**src/rtl/unidade_controle_drone_pkg.sv**
```systemverilog
// Shared state codes and control-word decode for the drone game controller.
// The display/debug logic reuses the 4-bit state codes from this package.
package drone_pkg;

    typedef enum logic [3:0] {
        INICIAL  = 4'd0,
        PREPARA  = 4'd1,
        ESC_MODO = 4'd2,
        ESC_VIDA = 4'd3,
        ESC_MAPA = 4'd4,
        INICIA   = 4'd5,
        ESPERA   = 4'd6,
        ATUALIZA = 4'd7,
        REGISTRA = 4'd8,
        AVALIA   = 4'd9,
        VENCEU   = 4'd10,
        PERDEU   = 4'd11
    } estado_t;

    typedef struct packed {
        logic zeraPosicoes;
        logic resetaVidas;
        logic zeraT;
        logic contaT;
        logic desloca;
        logic escolhe_modo;
        logic escolhe_vida;
        logic escolhe_mapa;
        logic checa_colisao;
        logic atualiza;
        logic jogando;
        logic ganhou;
        logic perdeu;
    } ctrl_t;

    // Moore decode: the control word depends on the state alone.
    function automatic ctrl_t decodifica(estado_t e);
        ctrl_t c;
        c = '0;
        case (e)
            PREPARA: begin
                c.zeraPosicoes = 1'b1;
                c.resetaVidas  = 1'b1;
                c.zeraT        = 1'b1;
            end
            ESC_MODO: c.escolhe_modo = 1'b1;
            ESC_VIDA: c.escolhe_vida = 1'b1;
            ESC_MAPA: c.escolhe_mapa = 1'b1;
            INICIA: begin
                c.zeraPosicoes = 1'b1;
                c.zeraT        = 1'b1;
            end
            ESPERA: begin
                c.contaT  = 1'b1;
                c.desloca = 1'b1;
                c.jogando = 1'b1;
            end
            ATUALIZA: begin
                c.atualiza = 1'b1;
                c.jogando  = 1'b1;
            end
            REGISTRA: begin
                c.atualiza      = 1'b1;
                c.checa_colisao = 1'b1;
                c.jogando       = 1'b1;
            end
            AVALIA: begin
                c.zeraT   = 1'b1;
                c.jogando = 1'b1;
            end
            VENCEU:  c.ganhou = 1'b1;
            PERDEU:  c.perdeu = 1'b1;
            default: c = '0;
        endcase
        return c;
    endfunction

endpackage

```
**src/rtl/unidade_controle_drone_if.sv**
```systemverilog
// Control/status bundle between the drone controller (master) and its datapath (slave).
interface unidade_controle_drone_if;
    logic       iniciar;
    logic       confirma;
    logic       borda_movimento;
    logic       timeout;
    logic       colisao;
    logic       fim_mapa;
    logic       zeraPosicoes;
    logic       resetaVidas;
    logic       zeraT;
    logic       contaT;
    logic       desloca;
    logic       escolhe_modo;
    logic       escolhe_vida;
    logic       escolhe_mapa;
    logic       checa_colisao;
    logic       atualiza;
    logic       jogando;
    logic       ganhou;
    logic       perdeu;
    logic [3:0] db_estado;

    modport master (
        input  iniciar, confirma, borda_movimento, timeout, colisao, fim_mapa,
        output zeraPosicoes, resetaVidas, zeraT, contaT, desloca,
               escolhe_modo, escolhe_vida, escolhe_mapa, checa_colisao, atualiza,
               jogando, ganhou, perdeu, db_estado
    );

    modport slave (
        output iniciar, confirma, borda_movimento, timeout, colisao, fim_mapa,
        input  zeraPosicoes, resetaVidas, zeraT, contaT, desloca,
               escolhe_modo, escolhe_vida, escolhe_mapa, checa_colisao, atualiza,
               jogando, ganhou, perdeu, db_estado
    );
endinterface

```
**src/rtl/unidade_controle_drone_edge_detector.sv**
```systemverilog
// Rising-edge detector: one-cycle pulse on each 0->1 transition of sinal.
module edge_detector (
    input  logic clock,
    input  logic reset,
    input  logic sinal,
    output logic pulso
);
    logic sinal_d, sinal_q;

    always_comb sinal_d = sinal;

    always_ff @(posedge clock) begin
        if (reset) sinal_q <= 1'b0;
        else       sinal_q <= sinal_d;
    end

    assign pulso = sinal & ~sinal_q;
endmodule

```
**src/rtl/unidade_controle_drone.sv**
```systemverilog
// Moore FSM sequencing menu selection, movement evaluation and win/lose for the drone game.
// Outputs are registered alongside the state so they always match db_estado.
module unidade_controle_drone
    import drone_pkg::*;
(
    input logic                       clock,
    input logic                       reset,
    unidade_controle_drone_if.master  bus
);
    logic    confirma_pulso;
    estado_t estado_d, estado_q;
    ctrl_t   ctrl_d, ctrl_q;

    edge_detector u_confirma (
        .clock (clock),
        .reset (reset),
        .sinal (bus.confirma),
        .pulso (confirma_pulso)
    );

    always_comb begin
        estado_d = estado_q;
        case (estado_q)
            INICIAL:  if (bus.iniciar) estado_d = PREPARA;
            PREPARA:  estado_d = ESC_MODO;
            ESC_MODO: if (confirma_pulso) estado_d = ESC_VIDA;
            ESC_VIDA: if (confirma_pulso) estado_d = ESC_MAPA;
            ESC_MAPA: if (confirma_pulso) estado_d = INICIA;
            INICIA:   estado_d = ESPERA;
            // Timeout wins over a movement pulse arriving on the same cycle.
            ESPERA: begin
                if (bus.timeout)              estado_d = PERDEU;
                else if (bus.borda_movimento) estado_d = ATUALIZA;
            end
            ATUALIZA: estado_d = REGISTRA;
            REGISTRA: estado_d = AVALIA;
            AVALIA: begin
                if (bus.colisao)       estado_d = PERDEU;
                else if (bus.fim_mapa) estado_d = VENCEU;
                else                   estado_d = ESPERA;
            end
            VENCEU, PERDEU: if (bus.iniciar) estado_d = PREPARA;
            default:  estado_d = INICIAL;
        endcase
        ctrl_d = decodifica(estado_d);
    end

    always_ff @(posedge clock) begin
        if (reset) begin
            estado_q <= INICIAL;
            ctrl_q   <= '0;
        end else begin
            estado_q <= estado_d;
            ctrl_q   <= ctrl_d;
        end
    end

    assign bus.zeraPosicoes  = ctrl_q.zeraPosicoes;
    assign bus.resetaVidas   = ctrl_q.resetaVidas;
    assign bus.zeraT         = ctrl_q.zeraT;
    assign bus.contaT        = ctrl_q.contaT;
    assign bus.desloca       = ctrl_q.desloca;
    assign bus.escolhe_modo  = ctrl_q.escolhe_modo;
    assign bus.escolhe_vida  = ctrl_q.escolhe_vida;
    assign bus.escolhe_mapa  = ctrl_q.escolhe_mapa;
    assign bus.checa_colisao = ctrl_q.checa_colisao;
    assign bus.atualiza      = ctrl_q.atualiza;
    assign bus.jogando       = ctrl_q.jogando;
    assign bus.ganhou        = ctrl_q.ganhou;
    assign bus.perdeu        = ctrl_q.perdeu;
    assign bus.db_estado     = estado_q;
endmodule
```
**src/flat_wrapper.sv**
```systemverilog
// flat-port wrapper written by rule: the top's interface ports become plain ports
module unidade_controle_drone_flat import drone_pkg::*;
  (clock, reset, bus_iniciar, bus_confirma, bus_borda_movimento, bus_timeout, bus_colisao, bus_fim_mapa, bus_zeraPosicoes, bus_resetaVidas, bus_zeraT, bus_contaT, bus_desloca, bus_escolhe_modo, bus_escolhe_vida, bus_escolhe_mapa, bus_checa_colisao, bus_atualiza, bus_jogando, bus_ganhou, bus_perdeu, bus_db_estado);
  unidade_controle_drone_if bus_i ();
  input logic clock;
  input logic reset;
  input wire logic [$bits(bus_i.iniciar)-1:0] bus_iniciar;
  input wire logic [$bits(bus_i.confirma)-1:0] bus_confirma;
  input wire logic [$bits(bus_i.borda_movimento)-1:0] bus_borda_movimento;
  input wire logic [$bits(bus_i.timeout)-1:0] bus_timeout;
  input wire logic [$bits(bus_i.colisao)-1:0] bus_colisao;
  input wire logic [$bits(bus_i.fim_mapa)-1:0] bus_fim_mapa;
  output wire logic [$bits(bus_i.zeraPosicoes)-1:0] bus_zeraPosicoes;
  output wire logic [$bits(bus_i.resetaVidas)-1:0] bus_resetaVidas;
  output wire logic [$bits(bus_i.zeraT)-1:0] bus_zeraT;
  output wire logic [$bits(bus_i.contaT)-1:0] bus_contaT;
  output wire logic [$bits(bus_i.desloca)-1:0] bus_desloca;
  output wire logic [$bits(bus_i.escolhe_modo)-1:0] bus_escolhe_modo;
  output wire logic [$bits(bus_i.escolhe_vida)-1:0] bus_escolhe_vida;
  output wire logic [$bits(bus_i.escolhe_mapa)-1:0] bus_escolhe_mapa;
  output wire logic [$bits(bus_i.checa_colisao)-1:0] bus_checa_colisao;
  output wire logic [$bits(bus_i.atualiza)-1:0] bus_atualiza;
  output wire logic [$bits(bus_i.jogando)-1:0] bus_jogando;
  output wire logic [$bits(bus_i.ganhou)-1:0] bus_ganhou;
  output wire logic [$bits(bus_i.perdeu)-1:0] bus_perdeu;
  output wire logic [$bits(bus_i.db_estado)-1:0] bus_db_estado;
  assign bus_i.iniciar = bus_iniciar;
  assign bus_i.confirma = bus_confirma;
  assign bus_i.borda_movimento = bus_borda_movimento;
  assign bus_i.timeout = bus_timeout;
  assign bus_i.colisao = bus_colisao;
  assign bus_i.fim_mapa = bus_fim_mapa;
  assign bus_zeraPosicoes = bus_i.zeraPosicoes;
  assign bus_resetaVidas = bus_i.resetaVidas;
  assign bus_zeraT = bus_i.zeraT;
  assign bus_contaT = bus_i.contaT;
  assign bus_desloca = bus_i.desloca;
  assign bus_escolhe_modo = bus_i.escolhe_modo;
  assign bus_escolhe_vida = bus_i.escolhe_vida;
  assign bus_escolhe_mapa = bus_i.escolhe_mapa;
  assign bus_checa_colisao = bus_i.checa_colisao;
  assign bus_atualiza = bus_i.atualiza;
  assign bus_jogando = bus_i.jogando;
  assign bus_ganhou = bus_i.ganhou;
  assign bus_perdeu = bus_i.perdeu;
  assign bus_db_estado = bus_i.db_estado;
  unidade_controle_drone u_core (.clock(clock), .reset(reset), .bus(bus_i));
endmodule
```
**config.mk**
```make
export PLATFORM = sky130hd
export DESIGN_NAME = unidade_controle_drone_flat
export DESIGN_NICKNAME = d
export VERILOG_FILES = /design/src/rtl/unidade_controle_drone_pkg.sv /design/src/rtl/unidade_controle_drone_if.sv /design/src/rtl/unidade_controle_drone_edge_detector.sv /design/src/rtl/unidade_controle_drone.sv /design/src/flat_wrapper.sv
export SDC_FILE = /design/constraint.sdc
export NUM_CORES = 1
export LEC_CHECK = 0
export BUFFER_PORTS_ARGS = -buffer_cell sky130_fd_sc_hd__buf_2
export CORE_MARGIN = 2
export CORE_UTILIZATION = 43
export DETAILED_ROUTE_END_ITERATION = 6
export GPL_ROUTABILITY_DRIVEN = 0
export PLACE_DENSITY = 0.72
export SLEW_MARGIN = 15
export SYNTH_ARGS = -nofsm -noshare
export SYNTH_HDL_FRONTEND = slang
export SYNTH_SLANG_ARGS = --single-unit
```
**constraint.sdc**
```tcl
create_clock -name clock -period 1.47 [get_ports clock]
set_input_delay 0 -clock clock [delete_from_list [all_inputs] [get_ports clock]]
set_output_delay 0 -clock clock [all_outputs]
set_load 0.05 [all_outputs]
```
=== Yosys cells after proc, flatten, opt, wreduce, memory -nomap -nowiden ===
Index checks and enable logic that the tools add are counted.

* Memories kept: 0
* Bits in writable memories: 0
* Bits of input ports: 8
* Memory bits (read-only): 0
* Flip-flop bits (word level): 18
* Latch bits: 0

* Bitwise operators: 2
* Divide/modulo/power cells: 0
* Reduce and logical (&&, ||, !) cells: 6
* Muxes and demuxes: 21
* Multipliers: 0
* Add/subtract/negate cells: 0
* Shift operators: 0
* Order comparisons: 0
* Eq/ne operators: 22

{| class="wikitable"
|+ Operators with widths
! cell !! count
|-
| 4-bit one-hot mux with 10 select lines || 1
|-
| 4-bit by 3-bit == test with 1-bit output, second input constant || 8
|-
| 4-bit == test, second input constant || 8
|-
| 4-bit 2-to-1 mux || 8
|-
| 4-bit by 2-bit == test with 1-bit output, second input constant || 4
|-
| 1-bit 2-to-1 mux || 11
|-
| 4-bit by 1-bit == test with 1-bit output, second input constant || 2
|-
| 3-bit OR reduction || 2
|-
| 4-bit logical NOT || 1
|-
| 2-bit OR reduction || 2
|-
| 4-bit OR reduction || 1
|-
| 2-bit 2-to-1 mux || 1
|-
| 1-bit bitwise AND || 1
|-
| 1-bit inverter || 1
|}

=== Longest topological paths before layout ===
Gate-level depths: netlist (run 1).

* Word-level depth: 7
* Gate-level depth with buffers: 7
* Gate-level depth less buffers: 5

=== Modules after synthesis ===
Synthesis (run 1) repeated with hierarchy kept, for this count alone.

* Cells, all modules: 82
* Area, all modules: 763.2 µm²

{| class="wikitable"
|+ By module, submodules not included
! module !! times used !! area an instance (µm²) !! sequential area each (µm²) !! cells an instance
|-
| unidade_controle_drone || 1 || 715.7 || 320.3 || 79
|-
| edge_detector || 1 || 47.5 || 20.0 || 3
|}

=== Least setup slack after synthesis (run 1) ===
No wires, ideal clock.

* Path kind: register to register
* From: register u_core.estado_q[2] (netlist: u_core.bus.db_estado[2])
* To: register u_core.ctrl_q (netlist bit u_core.bus.perdeu)
* Data arrival time: 1.922 ns
* Cell stages (with the launch flop): 7
* Path buffers: 1
* Slack: -0.568 ns
* Clock period less this slack: 2.038 ns
* Cells stage by stage: dfxtp_1 > buf_2 > xnor2_1 > o22ai_1 > a2111oi_4 > inv_1 > and3_1

* Cells in the longest elaborated chain, start to end: 5
* Elaborated cells on any way between the ends: 22

{| class="wikitable"
|+ Ends and longest elaborated chain
! element !! line !! RTL
|-
| start, declared || unidade_controle_drone.sv:11 || <nowiki>estado_t estado_d, estado_q;</nowiki>
|-
| start signal, assigned || unidade_controle_drone.sv:53 || <nowiki>estado_q <= estado_d;</nowiki>
|-
| 4-bit == test (tied with other cells) || unidade_controle_drone.sv:23 || <nowiki>case (estado_q)</nowiki>
|-
| 3-bit OR reduction (no source line) or 4-bit 2-to-1 mux (tied branches) || - ||
|-
| 4-bit one-hot mux with 10 select lines * || unidade_controle_drone.sv:23 ||
|-
| 4-bit == test * || unidade_controle_drone_pkg.sv:40 || <nowiki>case (e)</nowiki>
|-
| 1-bit 2-to-1 mux * || unidade_controle_drone_pkg.sv:40 ||
|-
| end signal, assigned || unidade_controle_drone.sv:54 || <nowiki>ctrl_q <= ctrl_d;</nowiki>
|-
| end, declared || unidade_controle_drone.sv:12 || <nowiki>ctrl_t ctrl_d, ctrl_q;</nowiki>
|}

Every way passes the cells marked *; elsewhere a longest branch is shown, timed or not.
A chain may end at the register's enable or synchronous reset.

=== Final worst setup path (run 1) ===
* From: register u_core.estado_q[0] (netlist: u_core.bus.db_estado[0])
* To: register u_core.ctrl_q (netlist bit u_core.bus.perdeu)

The elaborated chain is that of the path after synthesis.

==> impl_metrics.tcl, run 1 <==
set metrics [dict create \
    outcome "complete, but fails checks" \
    violations "setup timing" \
    worstMarginPinSlew_ps 437 \
    whs_ps 258 \
    antenna_cells 0 \
    fp.dieH_um 47.0 \
    cap_violations 0 \
    synth_cells 82 \
    p_leak_nw 0.540 \
    grt_overflow 0 \
    htree_levels 1 \
    dp_hpwl_um 1370 \
    tns_ps -767 \
    drt-initial-drc-count 11 \
    initial_core_util 0.461 \
    crit_path_max_fanout 6 \
    setup_violations 9 \
    fin_skew_ps 7.97 \
    vias 742 \
    wire_per_inst_um 13.6 \
    maxSlewHeadroom 0.709 \
    cts_tree "done" \
    drc_errors 0 \
    grt_pass1_vias 691 \
    grt_use_met1 0.243 \
    drtAntennaViolNets 0 \
    synth_most_common_cell "dfxtp_1" \
    routed_wl_um 2000 \
    cts.sinks 17 \
    grtUsageMet3 0.0692 \
    busiest_layer "met2" \
    clkLatencyLatePin_ps 290 \
    final_max_slew_viol_count 0 \
    synth_common_cells "dfxtp_1 (17), nor2_1 (12), a21oi_1 (4), inv_1 (4)" \
    fillers 130 \
    path_class "flop to flop" \
    synth-seq-cells 17 \
    async_reset_ff_frac 0 \
    synth_edf_count 0 \
    synth.area.top_cells "dfxtp_1 (43%), nor2_1 (5.7%), a2111oi_4 (3.5%)" \
    root_buffer "clkbuf_4" \
    grt_pass1_wl_um 3070 \
    max-clock-path-buffers 2 \
    ys.flop_type "dfxtp_1" \
    setup_slack_ps -157 \
    synth.avg_cell_area_sq_um 9.70 \
    ys_seq_area_frac 0.428 \
    rsz0062_at_grt "true" \
    fin_crit_sh 1.11 \
    first_pass_iters 4 \
    final_nets 131 \
    drive_gt1_frac 0.582 \
    syn_area_sq_um 796 \
    track_usage 0.206 \
    pwr_density_cell_nw_per_um2 886 \
    ys_types 35 \
    placementRows 15 \
    fin_util 0.712 \
    viasPerCell 5.05 \
    met2_usage 0.359 \
    core_area_sq_um 1730 \
    vdd_drop_max_uv 827 \
    port_buffers 24 \
    design_area_sq_um 1230 \
    crit_arrival_ps 1820 \
    die_x_um 47.0 \
    antenna_found_initial 0 \
    max_freq_ghz 0.615 \
    synth_top_area_share 0.428 \
    cp.required_ps 1660 \
    grt_max_degree 11 \
    cts_buffers 3 \
    period_needed_ps 1630 \
    endpoint_kind "flop" \
    die-area_sq_um 2210 \
    synth_nets 90 \
    post_dp_cell_area_sq_um 1040 \
    io_pins 25 \
    yosys_warnings 0 \
    clk_pin_slew_ps 100 \
    hold_viol_final 0 \
    synth_area_leader_cell "dfxtp_1" \
    holdCritPathClass "input port to flop" \
    syn_to_final_growth_pct 54.4 \
    startpoint_type "flop" \
]
## per-layer routing
layer | vias to the layer above | share of wire
met5 | - | 0
met3 | 2 | 0.042
met1 | 356 | 0.43
met2 | 14 | 0.52
li1 | 370 | -
met4 | 0 | 0.0060
## state kept, by name, summed over array words and instances, names as in the netlist
name / cells
u_core.bus.db_estado: 4
u_core.bus.atualiza: 1
u_core.bus.checa_colisao: 1
u_core.bus.contaT: 1
u_core.bus.escolhe_mapa: 1
u_core.bus.escolhe_modo: 1
u_core.bus.escolhe_vida: 1
u_core.bus.ganhou: 1
u_core.bus.jogando: 1
u_core.bus.perdeu: 1
u_core.bus.resetaVidas: 1
u_core.bus.zeraPosicoes: 1
u_core.bus.zeraT: 1
u_core.u_confirma.sinal_q: 1
## report_power, final
group / internal (mW) / switching [mW] / total, mW
combinational: 0.141 / 0.206 / 0.347
sequential: 0.481 / 0.0198 / 0.501
clock: 0.101 / 0.139 / 0.241
## kinds of logic (layout without fill, tap and decap cells)
kind of cell           Yosys count  in the layout  share of synthesized area
AO/OA/AOI/OAI                   12             13                      0.157
XOR/XNOR                         1              1                     0.0110
buffers and inverters           11             50                     0.0817
flip-flops                      17             17                      0.428
multiplexers                     1              1                     0.0126
AND/OR/NAND/NOR                 40             40                      0.310
## final cells by class
cell class                      count  area, sq um  share of cell area
Multi-Input combinational cell     55          528               0.430
Clock buffer                        3         22.5              0.0183
Timing Repair Buffer               42          272               0.221
Inverter                            4         15.0              0.0122
Clock inverter                      1         5.00             0.00407
Tap cell                           25         31.3              0.0255
Sequential cell                    17          355               0.289
## per-stage QoR
stage | std cells | power (mW) | worst slack, ps
5_1_grt | 147 | 1.15 | -199
2_1_floorplan | 82 | 0.718 | -250
3_5_place_dp | 138 | 0.794 | -175
6_report | 147 | 1.09 | -157
4_1_cts | 146 | 1.08 | -135
3_3_place_gp | 138 | 0.786 | -116
## worst max-delay path, cell delays in order (launching register included)
cell,delay [ps]
dfxtp_4,370
o211ai_1,260
a21oi_4,110
buf_6,130
a2111oi_4,340
inv_1,140
and3_1,170
## cells in the final DEF (no fill, tap or decap), types with 2 or more instances in the layout
cell / n
a2111oi_4: 2
a21oi_2: 2
a21oi_4: 2
and3_1: 3
buf_2: 24
buf_4: 13
buf_6: 3
clkbuf_4: 3
dfxtp_1: 13
dfxtp_4: 4
dlygate4sd3_1: 2
inv_1: 4
nand3_1: 3
nand3b_1: 2
nor2_1: 10
nor2_2: 2
nor2b_1: 3
nor3_2: 2
o211ai_1: 2
or3_4: 2
## worst paths after layout
kind	slack, ps	end	depth (start not counted)	start
hold reg to reg	810	u_core.bus.db_estado[1]	4	u_core.bus.db_estado[2]
setup / recovery	-160	u_core.bus.perdeu	6	u_core.bus.db_estado[0]
setup reg to reg	-160	u_core.bus.perdeu	6	u_core.bus.db_estado[0]
hold / removal	260	u_core.bus.db_estado[1]	5	bus_iniciar
## timing repair
action	in CTS	in global routing
gates resized for setup	12	9
buffers inserted	1	1
hold endpoints to repair	2	0
hold buffers	2	0
setup endpoints to repair	14	14
cloned	1	0
pin swaps	8	8
No activity file was read; power rests on OpenSTA's default activity.
==> run 2, diff against run 1 <==
--- a/config.mk
+++ b/config.mk
@@ -6,11 +6,11 @@
 export NUM_CORES = 1
 export LEC_CHECK = 0
 export BUFFER_PORTS_ARGS = -buffer_cell sky130_fd_sc_hd__buf_2
-export CORE_MARGIN = 2
 export CORE_UTILIZATION = 43
 export DETAILED_ROUTE_END_ITERATION = 6
 export GPL_ROUTABILITY_DRIVEN = 0
 export PLACE_DENSITY = 0.72
+export RECOVER_POWER = 50
 export SLEW_MARGIN = 15
 export SYNTH_ARGS = -nofsm -noshare
 export SYNTH_HDL_FRONTEND = slang
==> impl_metrics.tcl, run 2 (same netlist as run 1, synthesis figures left out) <==
set metrics [dict create \
    fillers 144 \
    p_total_mw 1.10 \
    max_freq_ghz 0.622 \
    period_needed_ps 1610 \
    cp-endpoint "u_core.bus.resetaVidas" \
    rr_endpoint "u_core.bus.resetaVidas" \
    drt-initial-drc-count 14 \
    syn_to_final_growth_pct 53.9 \
    outcome "complete, but fails checks" \
    setup_slack_ps -139 \
    track_usage 0.200 \
    pwr_density_cell_nw_per_um2 894 \
    setup_violations 11 \
    cts_tree "done" \
    first_pass_iters 4 \
    antenna_found_initial 0 \
    grt_pass1_wl_um 2900 \
    clkLatencyLatePin_ps 300 \
    drc_errors 0 \
    grt_max_degree 11 \
    crit_arrival_ps 1830 \
    htree_levels 1 \
    max-clock-path-buffers 2 \
    die_x_um 45.0 \
    maxSlewHeadroom 0.600 \
    drtAntennaViolNets 0 \
    fin_crit_sh 1.09 \
    cp.required_ps 1700 \
    pre_cts_ws_ps -220 \
    grt_overflow 0 \
    placementRows 15 \
    mostFrequentLayoutCells "buf_2 (14), buf_4 (13), dfxtp_1 (13)" \
    drive_gt1_frac 0.496 \
    final_common_cell "buf_2" \
    cap_violations 0 \
    fp.dieH_um 45.0 \
    cts.sinks 17 \
    post_dp_cell_area_sq_um 1030 \
    routed_wl_um 1950 \
    violations "setup timing" \
    r2r_cells 5 \
    crit_path_max_fanout 6 \
    slowest_delay_ps 560 \
    dp_hpwl_um 1290 \
    holdCritPathClass "input port to flop" \
    core_area_sq_um 1730 \
    vias 751 \
    port_buffers 24 \
    antenna_cells 0 \
    hold_viol_final 0 \
    io_pins 25 \
    die-area_sq_um 2030 \
    viasPerCell 5.07 \
    root_buffer "clkbuf_4" \
    cts_buffers 3 \
    design_area_sq_um 1220 \
    largest_reg_flops 4 \
    wire_per_inst_um 13.1 \
    r2r_start "u_core.bus.db_estado[0]" \
    whs_ps 248 \
    path_class "flop to flop" \
    fin_skew_ps 12.7 \
    p_leak_nw 0.500 \
    cp-startpoint "u_core.bus.db_estado[0]" \
    vdd_drop_max_uv 845 \
    cp_cell_sequence "or4b_4 -> a21oi_4 -> a2111oi_4 -> or2_1 -> nor2_2" \
    startpoint_type "flop" \
    worstMarginPinSlew_ps 602 \
    rsz0062_at_grt "true" \
    final_nets 132 \
    ff2ff_setup_slack_ps -140 \
    worst_path_max_delay_cell "or4b_4" \
    grt_pass1_vias 669 \
    endpoint_kind "flop" \
    initial_core_util 0.461 \
    clk_pin_slew_ps 100 \
    final_max_slew_viol_count 0 \
]
## run 2: cell types whose count changed in the layout (fill, tap and decap cells not counted), sizes merged
cell	before	now
buf	40	30
dlygate4sd3	2	3
clkbuf	3	13
## run 2: where the power goes
| group | leakage [nW] | switching (mW) | internal (mW) |
|---|---|---|---|
| logic | 0.341 | 0.208 | 0.139 |
| registers | 0.141 | 0.0210 | 0.481 |
| clock network | 0.0177 | 0.145 | 0.101 |
## run 2: cell type report
cell class / count / area, sq um / area share
clock buffers: 3 / 22.5 / 0.0184
well taps: 25 / 31.3 / 0.0255
flip-flops and latches: 17 / 355 / 0.290
repair buffers: 43 / 269 / 0.220
multi-input cells: 55 / 527 / 0.430
clock inverters: 1 / 5.00 / 0.00409
inverters: 4 / 15.0 / 0.0123
## run 2: routing by layer
layer  vias up  global-route usage  part of all wire
met2        21               0.322              0.49
met3         6              0.0760             0.047
met5         -                   0                 0
met4         0              0.0788             0.014
met1       354               0.240              0.45
li1        370                   -                 -
## run 2: worst max-delay path, delay by kind of cell (launching register included)
kind	cells	cell delay, ps
AO/OA/AOI/OAI	2	230
flip-flops	1	380
AND/OR/NAND/NOR	3	920
## run 2: how the worst min path moves through the flow
stage,start,to,depth (start not counted)
after global placement,bus_confirma,u_core.u_confirma.sinal_q,2
final,bus_iniciar,u_core.bus.db_estado[1],5
after CTS,bus_iniciar,u_core.bus.db_estado[1],5
after floorplan,bus_confirma,u_core.u_confirma.sinal_q,1
after detailed placement,bus_confirma,u_core.u_confirma.sinal_q,2
after global routing,bus_iniciar,u_core.bus.db_estado[1],5
## run 2: per-stage QoR
stage,utilization,cells,TNS [ps]
5_1_grt,0.709,148,-1670
3_5_place_dp,0.597,137,-1300
4_1_cts,0.680,147,-1060
2_1_floorplan,-,82,-2030
3_3_place_gp,0.597,137,-768
6_report,0.709,148,-870
## run 2: what timing repair did
| item | 4_1_cts | 5_1_grt |
|---|---|---|
| gates resized for setup | 10 | 13 |
| setup buffers | 2 | 1 |
| setup endpoints to repair | 14 | 14 |
| gates cloned | 1 | 0 |
| hold endpoints to repair | 5 | 0 |
| hold buffers | 3 | 0 |
| pin swaps | 6 | 4 |
==> run 3, diff against run 2 <==
--- a/config.mk
+++ b/config.mk
@@ -11,6 +11,7 @@
 export GPL_ROUTABILITY_DRIVEN = 0
 export PLACE_DENSITY = 0.72
 export RECOVER_POWER = 50
+export REMOVE_ABC_BUFFERS = 1
 export SLEW_MARGIN = 15
 export SYNTH_ARGS = -nofsm -noshare
 export SYNTH_HDL_FRONTEND = slang
==> impl_metrics.tcl, run 3 (same netlist as run 1, synthesis figures left out) <==
set metrics [dict create \
    core_area_sq_um 1730 \
    startpoint_type "flop" \
    grt_max_degree 11 \
    maxSlewHeadroom 0.596 \
    syn_to_final_growth_pct 62.1 \
    slowest_delay_ps 510 \
    die_x_um 45.0 \
    routed_wl_um 2220 \
    track_usage 0.232 \
    final_common_cell "buf_2" \
    io_pins 25 \
    rr_endpoint "u_core.bus.contaT" \
    grt_pass1_wl_um 3390 \
    drt-initial-drc-count 9 \
    die-area_sq_um 2030 \
    clkLatencyLatePin_ps 280 \
    setup_slack_ps -190 \
    worst_path_max_delay_cell "a2111oi_4" \
    vias 764 \
    pwr_density_cell_nw_per_um2 850 \
    viasPerCell 4.99 \
    path_delay_family "compound AO/OA/AOI/OAI gates" \
    rsz0062_at_grt "true" \
    r2r_cells 7 \
    fin_skew_ps 1.77 \
    grt_overflow 0 \
    critical_path_cell_count 7 \
    post_dp_cell_area_sq_um 1040 \
    antenna_cells 0 \
    cts_tree "done" \
    fin_crit_sh 1.13 \
    crit_path_max_fanout 8 \
    setup_violations 14 \
    hold_path_depth 5 \
    grt_pass1_vias 730 \
    path_class "flop to flop" \
    max_freq_ghz 0.603 \
    crit_arrival_ps 1890 \
    cts_buffers 3 \
    cp.required_ps 1700 \
    antenna_found_initial 0 \
    endpoint_kind "flop" \
    max-clock-path-buffers 2 \
    min_to "u_core.bus.db_estado[2]" \
    initial_core_util 0.461 \
    drc_errors 1 \
    cap_violations 0 \
    cp_cell_sequence "buf_6 -> xnor2_4 -> o22ai_2 -> a2111oi_4 -> buf_4 -> nand2_2 -> nor2_2" \
    outcome "complete, but fails checks" \
    cts.sinks 17 \
    period_needed_ps 1660 \
    r2r_start "u_core.bus.db_estado[1]" \
    design_area_sq_um 1290 \
    hold_viol_final 0 \
    final_nets 137 \
    worstMarginPinSlew_ps 606 \
    fp.dieH_um 45.0 \
    dp_hpwl_um 1360 \
    mostFrequentLayoutCells "buf_2 (15), buf_4 (14), dfxtp_1 (13)" \
    hold_start "bus_fim_mapa" \
    p_total_mw 1.10 \
    root_buffer "clkbuf_4" \
    tns_ps -1980 \
    ff2ff_setup_slack_ps -190 \
    placementRows 15 \
    fillers 133 \
    drive_gt1_frac 0.563 \
    wire_per_inst_um 14.5 \
    p_leak_nw 0.544 \
    clk_pin_slew_ps 90 \
    holdCritPathClass "input port to flop" \
    final_max_slew_viol_count 0 \
    port_buffers 24 \
    htree_levels 1 \
    largest_reg_flops 4 \
    vdd_drop_max_uv 778 \
    first_pass_iters 6 \
    cp.buffers_inverters 2 \
    drtAntennaViolNets 0 \
    violations "DRC, setup timing" \
]
-- run 3: layout make-up --
type / instances / area (sq um) / share of cell area
repair buffers: 49 / 335 / 0.260
multi-input cells: 54 / 528 / 0.409
flip-flops and latches: 17 / 353 / 0.274
inverters: 4 / 15.0 / 0.0116
well taps: 25 / 31.3 / 0.0242
clock inverters: 1 / 5.00 / 0.00388
clock buffers: 3 / 22.5 / 0.0175
-- run 3: how the worst max path moves through the flow --
stage | from | endpoint | slack, ps
finish | u_core.bus.db_estado[1] | u_core.bus.contaT | -190
global route | u_core.bus.db_estado[1] | u_core.bus.escolhe_mapa | -270
CTS | u_core.bus.db_estado[1] | u_core.bus.atualiza | -190
detailed placement | u_core.bus.db_estado[0] | u_core.bus.perdeu | -240
global placement | u_core.bus.db_estado[0] | u_core.bus.escolhe_vida | -210
floorplan | u_core.bus.db_estado[1] | u_core.bus.perdeu | -540
-- run 3: stage by stage --
step           instances  utilization  hold slack (ps)  worst slack, ps
2_1_floorplan         75            -             69.1             -545
3_3_place_gp         143        0.602              235             -210
3_5_place_dp         143        0.602              252             -239
4_1_cts              154        0.711              242             -190
5_1_grt              153        0.747              310             -273
6_report             153        0.747              286             -190
-- run 3: tightest hold or removal path, delay by kind of cell --
kind / cells / cell delay [ps]
AOI/OAI and AO/OA: 1 / 210
buffers and inverters: 2 / 240
and+or+nand+nor: 2 / 90
-- run 3: per-layer routing --
| metal | vias to the layer above | GRT usage | part of all wire |
|---|---|---|---|
| met5 | - | 0 | 0 |
| met4 | 0 | 0.0303 | 0 |
| met3 | 0 | 0.0560 | 0.025 |
| met2 | 17 | 0.400 | 0.53 |
| met1 | 370 | 0.302 | 0.45 |
| li1 | 377 | - | - |
-- run 3: what timing repair did --
action                                  CTS  global route
resized for setup                        24            16
endpoints found under the setup margin   15            15
endpoints found under the hold margin     2             0
hold buffers                              2             0
setup buffers                             5             4
pin swaps                                11             7
-- run 3: power by group --
part	switching, mW	internal, mW
clock network	0.136	0.101
registers	0.0154	0.481
logic	0.214	0.149
